[config.mk]
export PLATFORM = sky130hd
export DESIGN_NAME = alu_op_sequencer
export DESIGN_NICKNAME = d
export VERILOG_FILES = /design/src/rtl/alu_seq_pkg.sv /design/src/rtl/alu_op_sequencer.sv
export SDC_FILE = /design/constraint.sdc
export NUM_CORES = 1
export LEC_CHECK = 0
export CELL_PAD_IN_SITES_DETAIL_PLACEMENT = 1
export CELL_PAD_IN_SITES_GLOBAL_PLACEMENT = 2
export CORE_ASPECT_RATIO = 0.9
export CORE_MARGIN = 2
export CORE_UTILIZATION = 35
export DETAILED_ROUTE_END_ITERATION = 10
export DONT_BUFFER_PORTS = 1
export MAX_ROUTING_LAYER = met4
export PLACE_DENSITY_LB_ADDON = 0.25
export SYNTH_ARGS = -nofsm -noshare
export SYNTH_HDL_FRONTEND = slang
export SYNTH_SLANG_ARGS = --single-unit
[constraint.sdc]
create_clock -name clk -period 4.25 [get_ports clk]
set_clock_uncertainty 0.15 [all_clocks]
set_input_delay 0.2125 -clock clk [delete_from_list [all_inputs] [get_ports clk]]
set_output_delay 0.2125 -clock clk [all_outputs]
set_load 0.02 [all_outputs]
[src/rtl/alu_seq_pkg.sv]
// ============================================================================
// Module   : alu_seq_pkg
// Purpose  : Shared encodings for the ALU operation sequencer: FSM state codes,
//            ALU opcode constants and status-flag bit positions.
// Revision : 1.0 - initial release
// ============================================================================
`default_nettype none

package alu_seq_pkg;

  // FSM state codes (2-bit)
  localparam logic [1:0] ST_IDLE  = 2'd0;
  localparam logic [1:0] ST_READ  = 2'd1;
  localparam logic [1:0] ST_EXEC  = 2'd2;
  localparam logic [1:0] ST_WRITE = 2'd3;

  typedef enum logic [1:0] {
    S_IDLE  = ST_IDLE,
    S_READ  = ST_READ,
    S_EXEC  = ST_EXEC,
    S_WRITE = ST_WRITE
  } seq_state_t;

  // ALU opcodes; the sequencer passes opcodes through untouched, so only the
  // codes referenced by integration and test code are listed here.
  localparam logic [3:0] ALU_OP_ADD = 4'h5;

  // Bit positions inside the packed status-flag register
  localparam int FLAG_CARRY  = 0;
  localparam int FLAG_BORROW = 1;
  localparam int FLAG_ZERO   = 2;
  localparam int FLAG_W      = 3;

endpackage

`default_nettype wire

[src/rtl/alu_op_sequencer.sv]
// ============================================================================
// Module   : alu_op_sequencer
// Purpose  : Command-driven controller for a 3-port register RAM + ALU pair.
//            Accepts one command per handshake and steps READ -> EXEC -> WRITE
//            (ALU command) or straight to WRITE (immediate command), keeping
//            carry/borrow/zero flags for chained arithmetic.
// Revision : 1.0 - initial release
// ============================================================================
`default_nettype none

module alu_op_sequencer
  import alu_seq_pkg::*;
#(
  parameter int WIDTH  = 3,
  parameter int AWIDTH = 2
) (
  input  logic              clk,
  input  logic              rst,
  // command interface
  input  logic              cmd_valid,
  output logic              cmd_ready,
  input  logic              cmd_imm,
  input  logic [3:0]        cmd_op,
  input  logic              cmd_chain,
  input  logic [AWIDTH-1:0] cmd_a,
  input  logic [AWIDTH-1:0] cmd_b,
  input  logic [AWIDTH-1:0] cmd_c,
  input  logic [WIDTH-1:0]  cmd_data,
  // register RAM
  output logic [AWIDTH-1:0] ram_a_addr,
  input  logic [WIDTH-1:0]  ram_a_data,
  output logic [AWIDTH-1:0] ram_b_addr,
  input  logic [WIDTH-1:0]  ram_b_data,
  output logic [AWIDTH-1:0] ram_c_addr,
  output logic [WIDTH-1:0]  ram_c_data,
  output logic              ram_c_we,
  // ALU
  output logic [3:0]        alu_instr,
  output logic              alu_cin,
  output logic              alu_bin,
  input  logic [WIDTH-1:0]  alu_out,
  input  logic              alu_cout,
  input  logic              alu_bout,
  // status
  output logic              carry_flag,
  output logic              borrow_flag,
  output logic              zero_flag,
  output logic              busy,
  output logic              done
);

  seq_state_t        r_state;
  seq_state_t        w_next_state;
  logic              w_accept;

  logic              r_imm;
  logic [3:0]        r_op;
  logic              r_chain;
  logic [AWIDTH-1:0] r_a;
  logic [AWIDTH-1:0] r_b;
  logic [AWIDTH-1:0] r_c;
  logic [WIDTH-1:0]  r_data;
  logic [WIDTH-1:0]  r_result;
  logic [FLAG_W-1:0] r_flags;
  logic              r_done;

  // Operand data flows directly from the RAM read ports into the ALU; the
  // sequencer only owns the addresses, so these inputs carry no logic here.
  logic              w_unused_rd;
  assign w_unused_rd = ^{ram_a_data, ram_b_data};

  // State register
  always_ff @(posedge clk) begin
    if (rst) r_state <= S_IDLE;
    else     r_state <= w_next_state;
  end

  // Next-state decode and handshake qualification
  always_comb begin
    w_next_state = r_state;
    w_accept     = 1'b0;
    unique case (r_state)
      S_IDLE: begin
        if (cmd_valid) begin
          w_accept     = 1'b1;
          w_next_state = cmd_imm ? S_WRITE : S_READ;
        end
      end
      S_READ:  w_next_state = S_EXEC;
      S_EXEC:  w_next_state = S_WRITE;
      S_WRITE: w_next_state = S_IDLE;
      default: w_next_state = S_IDLE;
    endcase
  end

  // Command latch: all fields captured together on an accepted handshake
  always_ff @(posedge clk) begin
    if (rst) begin
      r_imm   <= 1'b0;
      r_op    <= '0;
      r_chain <= 1'b0;
      r_a     <= '0;
      r_b     <= '0;
      r_c     <= '0;
      r_data  <= '0;
    end else if (w_accept) begin
      r_imm   <= cmd_imm;
      r_op    <= cmd_op;
      r_chain <= cmd_chain;
      r_a     <= cmd_a;
      r_b     <= cmd_b;
      r_c     <= cmd_c;
      r_data  <= cmd_data;
    end
  end

  // Result and flags: ALU outputs captured at the end of EXEC; an immediate
  // write only refreshes ZERO so carry/borrow chains survive register loads.
  always_ff @(posedge clk) begin
    if (rst) begin
      r_result <= '0;
      r_flags  <= '0;
    end else if (r_state == S_EXEC) begin
      r_result              <= alu_out;
      r_flags[FLAG_CARRY]   <= alu_cout;
      r_flags[FLAG_BORROW]  <= alu_bout;
      r_flags[FLAG_ZERO]    <= (alu_out == '0);
    end else if ((r_state == S_WRITE) && r_imm) begin
      r_flags[FLAG_ZERO]    <= (r_data == '0);
    end
  end

  // DONE marks the first IDLE cycle after a write-back
  always_ff @(posedge clk) begin
    if (rst) r_done <= 1'b0;
    else     r_done <= (r_state == S_WRITE);
  end

  // Addresses and data come straight from the latched command, so they hold
  // their last value while idle and read as zero after reset.
  assign ram_a_addr  = r_a;
  assign ram_b_addr  = r_b;
  assign ram_c_addr  = r_c;
  assign ram_c_data  = r_imm ? r_data : r_result;
  assign alu_instr   = r_op;
  assign alu_cin     = r_chain & r_flags[FLAG_CARRY];
  assign alu_bin     = r_chain & r_flags[FLAG_BORROW];

  // Write strobe and ready are masked by reset within the same cycle
  assign ram_c_we    = (r_state == S_WRITE) & ~rst;
  assign cmd_ready   = (r_state == S_IDLE) & ~rst;
  assign busy        = (r_state != S_IDLE);
  assign done        = r_done;

  assign carry_flag  = r_flags[FLAG_CARRY];
  assign borrow_flag = r_flags[FLAG_BORROW];
  assign zero_flag   = r_flags[FLAG_ZERO];

endmodule

`default_nettype wire

==> results.rst, run 1 <==
.. list-table::
   :header-rows: 1

   * - Metric
     - Value
   * - Dominant delay contributor by cell family on the critical path
     - buffers and inverters
   * - Worst setup path end
     - alu_instr[3]
   * - Slew Viols, Final
     - 0
   * - FF-to-FF End
     - alu_instr[3]
   * - Critical-path cell with the highest stage delay
     - sky130_fd_sc_hd__dlygate4sd3_1
   * - Avg WL per Cell
     - 14.2 µm
   * - Reg2reg setup slack
     - 2060 ps
   * - Remaining antenna violation count
     - 0
   * - Post-synthesis register bit count
     - 24
   * - Commonest cells after routing, fill and taps aside
     - sky130_fd_sc_hd__nand2_1, sky130_fd_sc_hd__dfxtp_1, sky130_fd_sc_hd__dlygate4sd3_1
   * - Via Count
     - 850
   * - Sum of net half-perimeters after detailed placement
     - 1580 µm
   * - Number of global-route vias before repair
     - 872
   * - Critical path depth in cells
     - 6
   * - Power density over the cells
     - 528 nW/µm²
   * - Final instance area
     - 1320 µm²
   * - Critical path's largest stage delay
     - 560 ps
   * - Setup repair after global routing missed its margin
     - false
   * - Share of post-route cells with drive strength above 1
     - 14.1%
   * - Netlist Area Pre-Place
     - 1040 µm²
   * - Total count of hold-check failures in the final report
     - 0
   * - GR Util All Layers
     - 15.9%
   * - Quantity of I/O buffers inserted on ports
     - 0
   * - Placed cell areas
     - 1040 µm²
   * - Master cell of the clock root buffer
     - sky130_fd_sc_hd__clkbuf_4
   * - Worst slew pin tran
     - 1120 ps
   * - Initial cell density of the core
     - 37.4%
   * - Largest fanout on the critical path
     - 15
   * - Shortest period the worst path allows
     - 2190 ps
   * - Antenna violations before repair
     - 0
   * - Post-CTS setup repair buffer count
     - 0
   * - Standard-cell rows
     - 18
   * - Maximum achievable frequency
     - 456 MHz
   * - Via density per instance
     - 4.86
   * - Drt drc
     - 0
   * - Setup total negative slack
     - 0 ps
   * - Antenna Diode Count
     - 0
   * - Area share of the leading cell type in the synthesized netlist
     - 46.0%
   * - Wire length of the first global-routing pass
     - 4080 µm
   * - Period utilization
     - 51.6%
   * - Outcome
     - finished clean
   * - Count of clock tree sinks
     - 24
   * - Worst-skew pair later-pin latency
     - 310 ps
   * - Horizontal die dimension
     - 61.6 µm
   * - Pin count of the biggest net entering global routing
     - 25
   * - Register area
     - 480 µm²
   * - Worst setup path class
     - reg2reg
   * - Fraction of the core area covered by cells at the end of the flow
     - 47.1%
   * - Critical path cell sequence
     - inv_1 -> ha_1 -> and2_1 -> nand2_2 -> a21oi_2 -> dlygate4sd3_1
   * - Start point of the critical path
     - r_state[0]
   * - H-Tree Level Count
     - 1
   * - Core Area
     - 2790 µm²
   * - Die Outline Area
     - 3430 µm²
   * - GRT overflow
     - 0
   * - Commonest non-fill, non-tap cell in the layout
     - sky130_fd_sc_hd__nand2_1
   * - Post-synthesis cell count
     - 116
   * - Number of buffer and inverter instances along the worst setup path
     - 2
   * - Critical path arrival
     - 2310 ps
   * - Vertical die dimension
     - 55.8 µm
   * - TritonCTS buffer count
     - 3
   * - Worst VDD drop
     - 0.000221 V
   * - Syn nets
     - 149
   * - Kind of capture point of the worst setup path
     - register
   * - Buffer levels on the longest clock path
     - 2
   * - Main area contributors after synthesis
     - sky130_fd_sc_hd__dfxtp_1, sky130_fd_sc_hd__nand2_1, sky130_fd_sc_hd__a21oi_2
   * - Total I/O pin count
     - 51
   * - TritonCTS clock tree
     - done
   * - Post-synth top area cell
     - sky130_fd_sc_hd__dfxtp_1
   * - Min setup slack post-route
     - 2060 ps
   * - Distinct cell type count of the synthesized netlist
     - 20
   * - Number of DRC markers after the initial detailed-route iteration
     - 31
   * - Number of resized instances in the post-cts repair step
     - 0
   * - Static leakage power
     - 0.494 nW
   * - Critical Path Start Type
     - register
   * - Maximum capacitance violations
     - 0
   * - Design Power
     - 0.695 mW
   * - Worst setup slack before clock tree synthesis
     - 2530 ps
   * - FF-to-FF path depth
     - 6
   * - Number of nets at the end of the flow
     - 169
   * - Count of fill cells added during filler insertion
     - 346
   * - Max_slew headroom
     - 25.2%
   * - Launch point of the worst hold path
     - cmd_valid
   * - Footprint of the multi-input gates
     - 500 µm²
   * - Sequential area share after synthesis
     - 46.0%
   * - Syn. warnings
     - 0
   * - Weighted congestion reported at the end of routability-driven placement
     - 0.666
   * - Req. time, crit path
     - 4370 ps
   * - Final Setup Violations
     - 0
   * - Average cell area after synthesis
     - 9.00 µm²
   * - Worst min-delay path class
     - in2reg
   * - Detailed-routing iteration count for the pre-antenna-repair pass
     - 2
   * - Clock slew seen by the registers of the worst setup and hold paths
     - 130 ps
   * - FF-to-FF Start
     - r_state[0]
   * - Synth-to-layout area growth
     - 26.0%
   * - Post-Route WL
     - 2480 µm
area by class of cell:
type / instances / area share (%)
clock buffers: 3 / 1.71
clock inverters: 1 / 2.28
inverters: 3 / 0.856
multi-input cells: 82 / 38.1
flip-flops and latches: 24 / 36.5
well taps: 40 / 3.81
repair buffers: 22 / 16.7
layer usage:
layer,vias up,track usage [%],part of all wire [%]
met5,-,-,0
met4,0,1.82,0.32
met3,2,4.65,5.7
met2,27,27.1,51
met1,407,18.7,43
li1,414,-,-
worst min-delay path by stage:
stage / cells after the start / slack (ps) / endpoint
6_report: 3 / 290 / ram_a_addr[0]
5_1_grt: 3 / 320 / ram_c_addr[1]
4_1_cts: 3 / 300 / ram_a_addr[1]
3_5_place_dp: 1 / 130 / r_imm
3_3_place_gp: 1 / 130 / r_data[1]
2_1_floorplan: 2 / 190 / alu_instr[3]
state kept, by name, indices dropped and copies added, names as in the netlist, 2 cells and up:
register    count
r_flags         3
r_data          3
ram_a_addr      2
ram_b_addr      2
alu_instr       4
ram_c_addr      2
r_result        3
r_state         2
worst reg2reg max path: cells and delay by family (launching register included):
family,cells,cell delay [ps]
fa+ha+maj,1,210
buf+inv,2,680
simple gates,2,630
compound gates,1,120
flops,1,350
metrics by stage:
step | instances | hold WS [ps]
2_1_floorplan | 116 | 189
3_3_place_gp | 149 | 130
3_5_place_dp | 149 | 130
4_1_cts | 175 | 300
5_1_grt | 175 | 321
6_report | 175 | 292
repair_timing:
action,in CTS,in global routing
hold buffers,22,0
setup endpoints to repair,0,0
hold endpoints to repair,24,0
cell usage after synthesis:
cell and count:
sky130_fd_sc_hd__inv_1 3, sky130_fd_sc_hd__nor3_1 2, sky130_fd_sc_hd__and2_1 3, sky130_fd_sc_hd__nand2b_1 1, sky130_fd_sc_hd__a211oi_1 3, sky130_fd_sc_hd__mux2_2 3, sky130_fd_sc_hd__nor2b_1 2, sky130_fd_sc_hd__buf_8 1
sky130_fd_sc_hd__dfxtp_1 24, sky130_fd_sc_hd__buf_6 1, sky130_fd_sc_hd__nor4_1 1, sky130_fd_sc_hd__o31a_1 1, sky130_fd_sc_hd__ha_1 4, sky130_fd_sc_hd__nor2_1 9, sky130_fd_sc_hd__nand2_1 30, sky130_fd_sc_hd__a21oi_2 10
sky130_fd_sc_hd__buf_2 5, sky130_fd_sc_hd__nand2_2 2, sky130_fd_sc_hd__mux2i_1 6, sky130_fd_sc_hd__a21oi_1 5
logic make-up (layout without fill, tap and decap cells):
| kind of cell | count (synthesis) | after routing | synth area share, % |
|---|---|---|---|
| DFF | 24 | 24 | 46.0 |
| and+or+nand+nor | 50 | 50 | 20.4 |
| buffers and inverters | 10 | 29 | 5.99 |
| AOI/OAI and AO/OA | 19 | 19 | 13.8 |
| adders and majority gates | 4 | 4 | 4.80 |
| muxes | 9 | 9 | 8.99 |
report_power, final:
group	internal (mW)	switching (mW)	total (mW)	leakage, nW
combinational	0.0828	0.126	0.209	0.270
sequential	0.265	0.0553	0.320	0.197
clock	0.0954	0.0701	0.165	0.0279
Power figures use the tool's default switching activity.
==> run 2, diff against run 1 <==
- ABC_AREA: not set -> 1
- CORE_UTILIZATION: 35 -> 31
- clock period: 4.25 -> 2.1 ns (I/O delays scaled with it)
==> run 2 against run 1 <==
  * Area after synthesis down 1.1%
  * Final cell count up 15%
  * Synthesized cell count up 20%
  * Clock power up 90%
  * Critical endpoint is now cmd_ready
  * Power up 120%
  * Clock-buffer cell count up 1
  * Register-to-register slack worse by 1400 ps
  * Hold slack worse by 280 ps
  * Highest routed layer unchanged
  * Design area down 0.48%
==> results.rst, run 2 <==
.. list-table::
   :header-rows: 1

   * - Metric
     - Value
   * - Static leakage power
     - 0.583 nW
   * - Count of clock tree sinks
     - 24
   * - FF-to-FF Start
     - r_state[0]
   * - Min setup slack post-route
     - 421 ps
   * - Largest fanout on the critical path
     - 3
   * - Detailed-routing iteration count for the pre-antenna-repair pass
     - 4
   * - Tightest hold margin
     - 15.4 ps
   * - Average cell area after synthesis
     - 7.43 µm²
   * - Critical Path Start Type
     - register
   * - Via density per instance
     - 4.58
   * - Power share of the sequential group
     - 47.7%
   * - Worst min-delay path class
     - in2reg
   * - Via Count
     - 926
   * - Area share of the leading cell type in the synthesized netlist
     - 46.5%
   * - Commonest non-fill, non-tap cell in the layout
     - sky130_fd_sc_hd__nor2_1
   * - Shortest period the worst path allows
     - 1680 ps
   * - Remaining antenna violation count
     - 0
   * - Critical path cell sequence
     - inv_1 -> ha_1 -> inv_1 -> nor2_1
   * - Clk network pwr share
     - 20.6%
   * - Worst VDD drop
     - 0.000472 V
   * - Post-CTS setup repair buffer count
     - 0
   * - Total I/O pin count
     - 51
   * - Standard-cell rows
     - 19
   * - Count of fill cells added during filler insertion
     - 386
   * - Maximum capacitance violations
     - 0
   * - Sequential area share after synthesis
     - 46.5%
   * - Weighted congestion reported at the end of routability-driven placement
     - 0.712
   * - Max_slew headroom
     - 54.4%
   * - Number of global-route vias before repair
     - 1,019
   * - Maximum achievable frequency
     - 595 MHz
   * - Worst setup path class
     - reg2out
   * - Setup repair after global routing missed its margin
     - false
   * - Switching power summed over all nets
     - 0.623 mW
   * - Launch point of the worst hold path
     - cmd_valid
   * - Horizontal die dimension
     - 64.8 µm
   * - Most numerous cell in the Yosys netlist
     - sky130_fd_sc_hd__nor2_1
   * - Initial cell density of the core
     - 33.1%
   * - Hold buffers post-CTS
     - 21
   * - DP Cell Count
     - 177
   * - Worst slew pin tran
     - 678 ps
   * - Netlist Area Pre-Place
     - 1030 µm²
   * - Internal cell power
     - 0.900 mW
   * - Number of enable flip-flop cells after synthesis
     - 0
   * - Worst Hold Endpoint
     - r_state[1]
   * - Die Outline Area
     - 3810 µm²
   * - Critical-path cell with the highest stage delay
     - sky130_fd_sc_hd__dfxtp_1
   * - Hold path cells
     - 4
   * - Antenna violations before repair
     - 0
   * - Master cell of the clock root buffer
     - sky130_fd_sc_hd__clkbuf_8
   * - Critical path's largest stage delay
     - 340 ps
   * - Number of resized instances in the post-cts repair step
     - 0
   * - Largest register FFs
     - 4
   * - Syn. warnings
     - 0
   * - Drt drc
     - 0
   * - Setup total negative slack
     - 0 ps
   * - Reg2reg setup slack
     - 650 ps
   * - Distinct cell type count of the synthesized netlist
     - 17
   * - Final Setup Violations
     - 0
   * - Kind of capture point of the worst setup path
     - output port
   * - Vertical die dimension
     - 58.7 µm
   * - Critical path's most frequent cell
     - sky130_fd_sc_hd__inv_1
   * - Slew Viols, Final
     - 0
   * - Share of flip-flops with an asynchronous set or reset after synthesis
     - 0%
   * - Dominant delay contributor by cell family on the critical path
     - flip-flops
   * - Critical path arrival
     - 1420 ps
   * - Sw Share
     - 40.9%
   * - Post-synthesis register bit count
     - 24
   * - Quantity of I/O buffers inserted on ports
     - 0
   * - Wire length of the first global-routing pass
     - 4610 µm
   * - Power density over the cells
     - 1160 nW/µm²
   * - Req. time, crit path
     - 1850 ps
   * - Design Power
     - 1.52 mW
   * - Sum of net half-perimeters after detailed placement
     - 1810 µm
   * - Most common library cells after synthesis
     - sky130_fd_sc_hd__nor2_1, sky130_fd_sc_hd__dfxtp_1, sky130_fd_sc_hd__o21ai_0, sky130_fd_sc_hd__inv_1, sky130_fd_sc_hd__nand2_1
   * - H-Tree Level Count
     - 1
   * - GR Util All Layers
     - 16.0%
   * - Share of post-route cells with drive strength above 1
     - 5.63%
   * - GRT overflow
     - 0
   * - Number of DRC markers after the initial detailed-route iteration
     - 41
   * - Total count of hold-check failures in the final report
     - 0
   * - Outcome
     - finished clean
   * - FF-to-FF End
     - r_flags[2]
   * - Clock slew seen by the registers of the worst setup and hold paths
     - 80 ps
   * - Avg WL per Cell
     - 13.2 µm
   * - Post-Layout Cell Count
     - 202
   * - Number of nets at the end of the flow
     - 194
   * - Worst setup slack before clock tree synthesis
     - 644 ps
   * - Gate power share
     - 31.7%
   * - Fraction of the core area covered by cells at the end of the flow
     - 42.0%
   * - TritonCTS clock tree
     - done
   * - Buffer levels on the longest clock path
     - 2
   * - Post-Route WL
     - 2670 µm
   * - Pin count of the biggest net entering global routing
     - 22
   * - Placed cell areas
     - 1040 µm²
   * - Commonest register cell after synthesis
     - sky130_fd_sc_hd__dfxtp_1
   * - Number of buffer and inverter instances along the worst setup path
     - 2
   * - Syn nets
     - 172
   * - Core Area
     - 3110 µm²
   * - Synth-to-layout area growth
     - 26.8%
   * - Commonest cells after routing, fill and taps aside
     - sky130_fd_sc_hd__nor2_1, sky130_fd_sc_hd__dfxtp_1, sky130_fd_sc_hd__o21ai_0
   * - Main area contributors after synthesis
     - sky130_fd_sc_hd__dfxtp_1, sky130_fd_sc_hd__nor2_1, sky130_fd_sc_hd__o21ai_0
   * - Worst-skew pair later-pin latency
     - 260 ps
   * - Post-synth top area cell
     - sky130_fd_sc_hd__dfxtp_1
   * - Period utilization
     - 80.0%
   * - FF-to-FF path depth
     - 8
   * - Antenna Diode Count
     - 0
   * - Final instance area
     - 1310 µm²
   * - TritonCTS buffer count
     - 3
   * - Post-synthesis cell count
     - 139
[run 2: cell types whose count changed after synthesis, moves of 6 or more]
cell	before	now
sky130_fd_sc_hd__inv_1	3	16
sky130_fd_sc_hd__o21ai_0	0	22
sky130_fd_sc_hd__mux2i_1	6	0
sky130_fd_sc_hd__nand2_1	30	14
sky130_fd_sc_hd__nor2_1	9	41
sky130_fd_sc_hd__a21oi_2	10	0
[run 2: logic make-up (layout without fill, tap and decap cells)]
kind of cell	after synthesis	in the layout	synth area share [%]
and+or+nand+nor	60	60	23.3
AOI/OAI and AO/OA	29	29	14.3
DFF	24	24	46.5
buffers and inverters	22	43	11.0
adders and majority gates	4	4	4.85
[run 2: final cells by class]
cell class                      count  area (µm²)  share of cell area, %
Clock buffer                        4        55.1                   4.21
Inverter                           18        72.6                   5.54
Sequential cell                    24         480                   36.7
Multi-Input combinational cell     93         438                   33.5
Tap cell                           42        52.6                   4.02
Timing Repair Buffer               21         210                   16.1
[run 2: power by group through the flow]
stage	registers [mW]	clock network, mW	logic (mW)
floorplan	0.716	0	0.407
global placement	0.735	0	0.430
detailed placement	0.742	0	0.459
CTS	0.731	0.328	0.493
global route	0.750	0.348	0.563
finish	0.727	0.313	0.482
[run 2: worst min-delay path, cell delays in order]
cell                      delay [ps]
sky130_fd_sc_hd__inv_1            20
sky130_fd_sc_hd__nand2_1          90
sky130_fd_sc_hd__o21ai_0          80
sky130_fd_sc_hd__nor2_1          100
[run 2: worst max path at each step]
stage            endpoint  startpoint  slack [ps]  cells after the start
6_report        cmd_ready  r_state[0]         420                      4
4_1_cts         cmd_ready  r_state[0]         400                      4
2_1_floorplan   cmd_ready  r_state[0]         780                      4
3_3_place_gp   r_flags[2]  r_state[0]         690                      8
3_5_place_dp   r_flags[2]  r_state[0]         640                      8
5_1_grt         cmd_ready  r_state[0]         310                      4
[run 2: metal layers]
layer,share of wire (%),track usage (%),vias to the layer above,wire length [µm]
met5,0,-,-,0
met4,0.67,5.47,0,18
met3,5.8,2.68,2,155
met2,49,27.5,27,1300
met1,45,19.1,420,1200
li1,-,-,477,-
==> run 3, diff against run 2 <==
- clock period: 2.1 -> 1.6 ns (I/O delays scaled with it)
==> run 3 against run 2 <==
  * The run now ends with hold timing left
  * Combinational power is 58% higher
  * Critical path depth stayed put
  * Non-clock buffer count grew 6
  * Design area increased by 7.1%
==> results.rst, run 3 (synthesis results as in run 2) <==
.. list-table::
   :header-rows: 1

   * - Metric
     - Value
   * - Outcome
     - complete, but fails checks
   * - Failing checks
     - hold timing
   * - Launch point of the worst hold path
     - cmd_valid
   * - Kind of capture point of the worst setup path
     - output port
   * - Period utilization
     - 95.8%
   * - GR Layer Usage met2
     - 31.7%
   * - Antenna violations before repair
     - 0
   * - Initial cell density of the core
     - 33.1%
   * - TritonCTS clock tree
     - done
   * - Standard-cell rows
     - 19
   * - GR Util All Layers
     - 17.8%
   * - TritonCTS buffer count
     - 3
   * - Commonest non-fill, non-tap cell in the layout
     - sky130_fd_sc_hd__nor2_1
   * - Start point of the critical path
     - r_state[1]
   * - H-Tree Level Count
     - 1
   * - Fraction of the core area covered by cells at the end of the flow
     - 45.0%
   * - Shortest period the worst path allows
     - 1530 ps
   * - Wire length of the first global-routing pass
     - 4960 µm
   * - Worst-skew pair later-pin latency
     - 270 ps
   * - Slew Viols, Final
     - 0
   * - Final Setup Violations
     - 0
   * - Via Count
     - 977
   * - Req. time, crit path
     - 1370 ps
   * - Clock slew seen by the registers of the worst setup and hold paths
     - 90 ps
   * - Weighted congestion reported at the end of routability-driven placement
     - 0.701
   * - Maximum achievable frequency
     - 652 MHz
   * - Critical path arrival
     - 1300 ps
   * - Number of global-route vias before repair
     - 1,053
   * - Total I/O pin count
     - 51
   * - FF-to-FF Start
     - r_state[1]
   * - Max_slew headroom
     - 74.8%
   * - Total count of hold-check failures in the final report
     - 1
   * - Antenna Diode Count
     - 0
   * - Register area
     - 480 µm²
   * - Footprint of the multi-input gates
     - 463 µm²
   * - Largest fanout on the critical path
     - 4
   * - Met1 Usage GRT
     - 19.9%
   * - Pin count of the biggest net entering global routing
     - 17
   * - Share of post-route cells with drive strength above 1
     - 12.0%
   * - Avg WL per Cell
     - 14.0 µm
   * - Master cell of the clock root buffer
     - sky130_fd_sc_hd__clkbuf_8
   * - GR Layer Usage met3
     - 3.82%
   * - Synth-to-layout area growth
     - 35.8%
   * - Design Power
     - 2.25 mW
   * - Detailed-routing iteration count for the pre-antenna-repair pass
     - 4
   * - Number of nets at the end of the flow
     - 200
   * - Maximum capacitance violations
     - 0
   * - Drt drc
     - 0
   * - Count of clock tree sinks
     - 24
   * - Buffer levels on the longest clock path
     - 2
   * - Remaining antenna violation count
     - 0
   * - Via density per instance
     - 4.70
   * - Post-Route WL
     - 2910 µm
   * - Post-Layout Cell Count
     - 208
   * - Static leakage power
     - 0.614 nW
   * - Die Outline Area
     - 3810 µm²
   * - Tightest hold margin
     - -0.953 ps
   * - GRT overflow
     - 0
   * - Reg2reg setup slack
     - 180 ps
   * - Core Area
     - 3110 µm²
   * - Largest register FFs
     - 4
   * - Worst min-delay path class
     - in2reg
   * - Setup total negative slack
     - 0 ps
   * - Worst slew pin tran
     - 377 ps
   * - Sum of net half-perimeters after detailed placement
     - 1890 µm
   * - Number of DRC markers after the initial detailed-route iteration
     - 33
   * - Power density over the cells
     - 1610 nW/µm²
   * - Commonest cells after routing, fill and taps aside
     - sky130_fd_sc_hd__nor2_1, sky130_fd_sc_hd__dfxtp_1, sky130_fd_sc_hd__o21ai_0, sky130_fd_sc_hd__dlygate4sd3_1
   * - DP Cell Count
     - 182
   * - Horizontal die dimension
     - 64.8 µm
   * - Quantity of I/O buffers inserted on ports
     - 0
   * - Most utilized layer in the global route result
     - met2
   * - Worst VDD drop
     - 0.000521 V
   * - Vertical die dimension
     - 58.7 µm
   * - Critical Path Start Type
     - register
   * - Count of fill cells added during filler insertion
     - 400
   * - Worst setup path class
     - reg2out
-- run 3: changes by cell type in the layout (fill, tap and decap cells not counted), moves of 2 or more --
cell	change
sky130_fd_sc_hd__ha_1	-2
sky130_fd_sc_hd__inv_1	-2
sky130_fd_sc_hd__nor2_1	-2
sky130_fd_sc_hd__buf_4	+5
-- run 3: metal layers --
metal | wire length (µm) | up-vias
met4 | 42 | 0
met5 | 0 | -
met3 | 162 | 5
met2 | 1490 | 30
met1 | 1210 | 458
li1 | - | 484
-- run 3: worst max-delay path: stages, from the launching register on --
cell and delay [ps]:
sky130_fd_sc_hd__dfxtp_1 350, sky130_fd_sc_hd__inv_1 140, sky130_fd_sc_hd__ha_4 190, sky130_fd_sc_hd__clkinvlp_4 170, sky130_fd_sc_hd__nor2_4 180
-- run 3: worst paths after layout --
check                                     to  cells after the start
worst min register to register   r_result[1]                      2
worst max register to register     r_data[2]                      6
worst max-delay path               cmd_ready                      4
worst min-delay path            alu_instr[3]                      3
-- run 3: power breakdown --
part           switching (mW)  total (mW)  internal (mW)
logic                   0.471       0.762          0.290
clock network           0.202       0.537          0.335
registers               0.207       0.955          0.748
-- run 3: what timing repair did --
item                                    4_1_cts  5_1_grt
hold endpoints to repair                     24        0
resized for setup                             2        6
endpoints found under the setup margin        1        3
hold buffers                                 22        0
buffers inserted                              0        0
-- run 3: cell type report --
type	count	area share, %
Multi-Input combinational cell	93	33.0
Inverter	18	5.45
Sequential cell	24	34.3
Timing Repair Buffer	27	18.4
Tap cell	42	3.75
Clock buffer	3	2.95
Clock inverter	1	2.14
-- run 3: metrics by stage --
stage	setup slack [ps]	cell area, µm²	hold slack [ps]
final	67.0	1400	-0.953
after global routing	-14.4	1400	45.3
after CTS	38.8	1380	0.783
after detailed placement	145	1080	5.30
after global placement	215	1080	2.95
after floorplan	300	1030	-0.934
